--- config.mk ---
export PLATFORM = sky130hd
export DESIGN_NAME = ring_monitor
export DESIGN_NICKNAME = d
export VERILOG_FILES = /design/src/rtl/ring_pkg.sv /design/src/rtl/onehot_enc.sv /design/src/rtl/ring_monitor.sv
export SDC_FILE = /design/constraint.sdc
export NUM_CORES = 1
export LEC_CHECK = 0
export ABC_CLOCK_PERIOD_IN_PS = 2300
export BUFFER_PORTS_ARGS = -buffer_cell sky130_fd_sc_hd__buf_2
export CAP_MARGIN = 15
export CORE_MARGIN = 4
export CORE_UTILIZATION = 52
export CTS_CLUSTER_DIAMETER = 30
export DETAILED_ROUTE_END_ITERATION = 10
export PLACE_DENSITY_LB_ADDON = 0.1
export SYNTH_ARGS = -nofsm -noshare
export SYNTH_HDL_FRONTEND = slang
export SYNTH_SLANG_ARGS = --single-unit
--- constraint.sdc ---
create_clock -name clk -period 2.3 [get_ports clk]
set_clock_uncertainty 0.15 [all_clocks]
set_input_delay 0.46 -clock clk [delete_from_list [all_inputs] [get_ports clk]]
set_output_delay 0.46 -clock clk [all_outputs]
set_load 0.01 [all_outputs]
--- src/rtl/ring_pkg.sv ---
// Shared types and constants for the ring counter monitor.
package ring_pkg;

    localparam int DEFAULT_WIDTH = 4;
    localparam int DEFAULT_REV_W = 8;

    typedef enum logic [1:0] {
        ST_UNLOCKED = 2'd0,
        ST_ACQUIRE  = 2'd1,
        ST_LOCKED   = 2'd2,
        ST_ERROR    = 2'd3
    } ring_state_e;

    localparam logic [1:0] ERR_NONE       = 2'b00;
    localparam logic [1:0] ERR_NOT_ONEHOT = 2'b01;
    localparam logic [1:0] ERR_WRONG_ROT  = 2'b10;

endpackage

--- src/rtl/onehot_enc.sv ---
// One-hot check and binary encode of a ring sample.
// Latency 0 (combinational); no flow control.
module onehot_enc #(
    parameter int WIDTH = 4,
    parameter int IDX_W = 2
) (
    input  logic [WIDTH-1:0] q,
    output logic             onehot,
    output logic [IDX_W-1:0] idx
);

    logic w_seen;
    logic w_multi;

    always_comb begin
        w_seen  = 1'b0;
        w_multi = 1'b0;
        idx     = '0;
        for (int i = 0; i < WIDTH; i++) begin
            if (q[i]) begin
                if (w_seen) begin
                    w_multi = 1'b1;
                end
                w_seen = 1'b1;
                idx    = IDX_W'(i);
            end
        end
        onehot = w_seen & ~w_multi;
    end

endmodule

--- src/rtl/ring_monitor.sv ---
// Watches a one-hot ring counter: locks onto correct rotation, counts revolutions, flags errors.
// Latency 1 cycle from q_in to all outputs; no backpressure, one sample per clock.
module ring_monitor
    import ring_pkg::*;
#(
    parameter int WIDTH = DEFAULT_WIDTH,
    parameter int REV_W = DEFAULT_REV_W,
    localparam int IDX_W = (WIDTH > 1) ? $clog2(WIDTH) : 1
) (
    input  logic             clk,
    input  logic             clr_n,
    input  logic [WIDTH-1:0] q_in,
    input  logic             ring_clr,
    input  logic             err_clr,
    output logic [IDX_W-1:0] idx,
    output logic             idx_valid,
    output logic             locked,
    output logic             rev_tick,
    output logic [REV_W-1:0] rev_count,
    output logic             err,
    output logic [1:0]       err_code
);

    ring_state_e      r_state;
    ring_state_e      w_state_nxt;
    logic [WIDTH-1:0] r_prev;
    logic [IDX_W-1:0] r_idx;
    logic             r_idx_valid;
    logic             r_rev_tick;
    logic [REV_W-1:0] r_rev_count;
    logic             r_err;
    logic [1:0]       r_err_code;

    logic             w_onehot;
    logic [IDX_W-1:0] w_enc_idx;
    logic [WIDTH-1:0] w_rotl;
    logic             w_succ;
    logic             w_in_lock;
    logic             w_bad_lock;
    logic             w_wrap;

    onehot_enc #(
        .WIDTH (WIDTH),
        .IDX_W (IDX_W)
    ) u_enc (
        .q      (q_in),
        .onehot (w_onehot),
        .idx    (w_enc_idx)
    );

    assign w_rotl     = {r_prev[WIDTH-2:0], r_prev[WIDTH-1]};
    assign w_succ     = w_onehot && (q_in == w_rotl);
    // ring_clr pre-empts both error detection and revolution counting on its edge.
    assign w_in_lock  = (r_state == ST_LOCKED) && !ring_clr;
    assign w_bad_lock = w_in_lock && !w_succ;
    assign w_wrap     = w_in_lock && w_succ && r_prev[WIDTH-1];

    always_comb begin
        w_state_nxt = r_state;
        case (r_state)
            ST_UNLOCKED: begin
                if (w_onehot) w_state_nxt = ST_ACQUIRE;
            end
            ST_ACQUIRE: begin
                if (!w_onehot)  w_state_nxt = ST_UNLOCKED;
                else if (w_succ) w_state_nxt = ST_LOCKED;
            end
            ST_LOCKED: begin
                if (!w_succ) w_state_nxt = ST_ERROR;
            end
            ST_ERROR: begin
                if (err_clr) w_state_nxt = ST_UNLOCKED;
            end
            default: w_state_nxt = ST_UNLOCKED;
        endcase
        if (ring_clr) begin
            w_state_nxt = ST_UNLOCKED;
        end
    end

    always_ff @(posedge clk or negedge clr_n) begin
        if (!clr_n) begin
            r_state     <= ST_UNLOCKED;
            r_prev      <= '0;
            r_idx       <= '0;
            r_idx_valid <= 1'b0;
            r_rev_tick  <= 1'b0;
            r_rev_count <= '0;
            r_err       <= 1'b0;
            r_err_code  <= ERR_NONE;
        end else begin
            r_state     <= w_state_nxt;
            r_prev      <= q_in;
            r_idx_valid <= w_onehot;
            if (w_onehot) begin
                r_idx <= w_enc_idx;
            end
            r_rev_tick <= w_wrap;
            if (w_wrap && (r_rev_count != {REV_W{1'b1}})) begin
                r_rev_count <= r_rev_count + REV_W'(1);
            end
            // A bad sample can only be seen from LOCKED, so the code latches once per episode.
            if (w_bad_lock) begin
                r_err      <= 1'b1;
                r_err_code <= w_onehot ? ERR_WRONG_ROT : ERR_NOT_ONEHOT;
            end else if (err_clr) begin
                r_err      <= 1'b0;
                r_err_code <= ERR_NONE;
            end
        end
    end

    assign idx       = r_idx;
    assign idx_valid = r_idx_valid;
    assign locked    = (r_state == ST_LOCKED);
    assign rev_tick  = r_rev_tick;
    assign rev_count = r_rev_count;
    assign err       = r_err;
    assign err_code  = r_err_code;

endmodule

==> metrics <==
status complete, no violations; Adder-Cell Fraction of Synth Area 0.0117; Boundary Pins 24; Final Net Count 132; Wirelength per Cell 12.1 um; initial antenna violation count 0; Static Leak slightly above 0.6 nW; Syn Area/Cell about 11 um^2; Design Area, Final 1230 um^2; FP Rows 16; CP Cell Sequence xor2_2, nor4_4, nand2_2, nor3_1, mux2_1; GRT Util Overall 0.148; final period utilization 0.848; Post-Syn Instances 97; Post-synth EDFFs 0; CP endpoint kind flip-flop; Yosys top cell by area dfrtp_1; Yosys warnings 0; worst-margin pin slew 0.522 ns; sequential fraction of the synthesis area 0.491; Synth Area in Compound Gates 0.102; Startpoint Class flip-flop; Die Height ~53 um; WS Path Type reg -> reg; first-pass GRT wire length about 3000 um; CP max stage cell dfrtp_1; worst-skew pair later-pin latency 0.30 ns; Max Root-Sink Buffers 2; DRT iter0 DRCs 11; H-tree Lvls 1; core area 1960 um^2; Synth Area in Simple Gates 0.216; pin count of the biggest net entering global routing 22; n_diodes 0; post-synthesis async set-or-reset flop share 1.00; dpl ws between 0.07 and 0.08 ns; DRT Pass-1 Iters 4; Tmin final 1.95 ns; maximum VDD drop 0.444 mV; Initial Util 0.545; RSZ-0062 raised after global routing no; # port buffers 23; mux cell area share after synthesis 0.0316; CP max stage delay 0.41 ns; post-synth top area share 0.491; Hold Violations, Final 0; top_reg_cell synth dfrtp_1; post-CTS sizing 0; CTS root buf clkbuf_4; XOR/XNOR share of the synthesized area 0.0889; post-route ant nets 0; largest family of logic cells by synthesized area simple AND/OR/NAND/NOR gates; count of cell types in the netlist 36; Final Worst Setup Slack 0.349 ns; Slew Limit Headroom 0.651; TritonCTS Buffers 3; max-cap violations 0; pwr dens roughly 500 nW/um^2; Final Slew Violations 0; width of the die 53.4 um; Achievable Freq 513 MHz; hpwl dp 1370 um; synthesized area 1070 um^2; DR vias 792; clk slew on worst S/H paths 0.11 ns; Vias/cell between 5 and 6; DRC viols 0; vias in the first global route 714; final core occ 0.627; CP Data Required Time 2.33 ns; leading cell type in the layout, fill and taps excluded buf_2; Critical Path Fanout Max 5; Overflow after GRT 0; Worst EP arrival 1.98 ns; instance area at placement 1190 um^2; Setup TNS Final 0 ns; #FFs+latches synth 21; syn nets 106; Area Growth Syn to Fin 15.0%; total routed wirelength 1810 um; die area 2850 um^2; Synth area leaders dfrtp_1 (49%), xor2_1 (6.5%), inv_1 (2.8%); clock sinks 21; layout cells sized above 1 0.295; CTS tree done; setup violators final 0; most frequent cells in the layout buf_2 (23), dfrtp_1 (21), xor2_1 (8), inv_1 (8), nand2_1 (7); GP Congestion 0.790; hold crit path type in -> reg
==> report_power, final <==
group          leakage (nW)  switching [mW]  internal [mW]
sequential            0.275         0.00785          0.380
clock                0.0150           0.104         0.0674
combinational         0.326          0.0432         0.0281
total                 0.616           0.155          0.475
==> through the flow <==
step / power (mW) / hold WS, ns / instances
global route: 0.675 / 0.163 / 149
global placement: 0.464 / 0.286 / 144
detailed placement: 0.467 / 0.292 / 144
CTS: 0.640 / 0.181 / 149
finish: 0.630 / 0.189 / 149
floorplan: 0.442 / 0.0144 / 97
==> Yosys cell counts, types with 2 or more instances <==
| library cell | number |
|---|---|
| o21ai_0 | 3 |
| dfrtp_1 | 21 |
| nand4_1 | 2 |
| nor2b_1 | 2 |
| xor2_1 | 8 |
| buf_6 | 2 |
| nand2_1 | 7 |
| nand3_1 | 2 |
| nor3_1 | 4 |
| nand2b_1 | 2 |
| a21oi_1 | 4 |
| inv_1 | 8 |
| buf_2 | 2 |
| mux2_1 | 2 |
| nor4b_1 | 2 |
| nor3_2 | 2 |
| nor2_1 | 5 |
==> path summary, 6_finish.rpt <==
path | endpoint | from | slack [ns] | cells past startpoint
worst min register to register | err$_DFFE_PN0P_ | err$_DFFE_PN0P_ | 0.35 | 1
max in group asynchronous | r_state[0]$_DFFE_PN0P_ | clr_n | 1.18 | 2
worst max register to register | rev_count[7]$_DFFE_PN0P_ | r_prev[0]$_DFF_PN0_ | 0.35 | 5
worst min-delay path | r_state[1]$_DFFE_PN0P_ | ring_clr | 0.19 | 2
min in group asynchronous | err$_DFFE_PN0P_ | clr_n | 0.51 | 2
worst max-delay path | rev_count[7]$_DFFE_PN0P_ | r_prev[0]$_DFF_PN0_ | 0.35 | 5
==> state kept, by name, summed over array words and instances (netlist names) <==
name       count
rev_count      8
r_prev         4
err_code       2
idx            2
r_state        2
err            1
idx_valid      1
rev_tick       1
==> cell families after synthesis <==
family / after synthesis
DFF: 21
xor gates and xnor gates: 10
adders and majority gates: 1
AOI/OAI and AO/OA: 15
and+or+nand+nor: 35
buffers and inverters: 12
muxes: 3
==> cell type report <==
class / instances / area (um^2)
well taps: 27 / 33.8
fillers: 192 / 732
repair buffers: 25 / 133
inverters: 8 / 30.0
clock buffers: 4 / 26.3
flip-flops and latches: 21 / 526
multi-input cells: 64 / 482
==> worst max-delay path, delay by kind of cell (launching register included) <==
family	cells	cell delay [ns]
and+or+nand+nor	3	0.75
DFF	1	0.41
xor gates and xnor gates	1	0.19
muxes	1	0.34
==> what timing repair did <==
item | 4_1_cts | 5_1_grt
buffers inserted | 0 | 0
hold endpoints to repair | 21 | 0
hold buffers | 1 | 0
==> metal layers <==
layer / up-vias / share of wire / track usage
li1: 384 / - / -
met4: 0 / 0.0044 / 0.0511
met5: - / 0 / 0
met2: 16 / 0.48 / 0.239
met1: 390 / 0.46 / 0.183
met3: 2 / 0.055 / 0.0507
(Power assumes the default switching activity.)
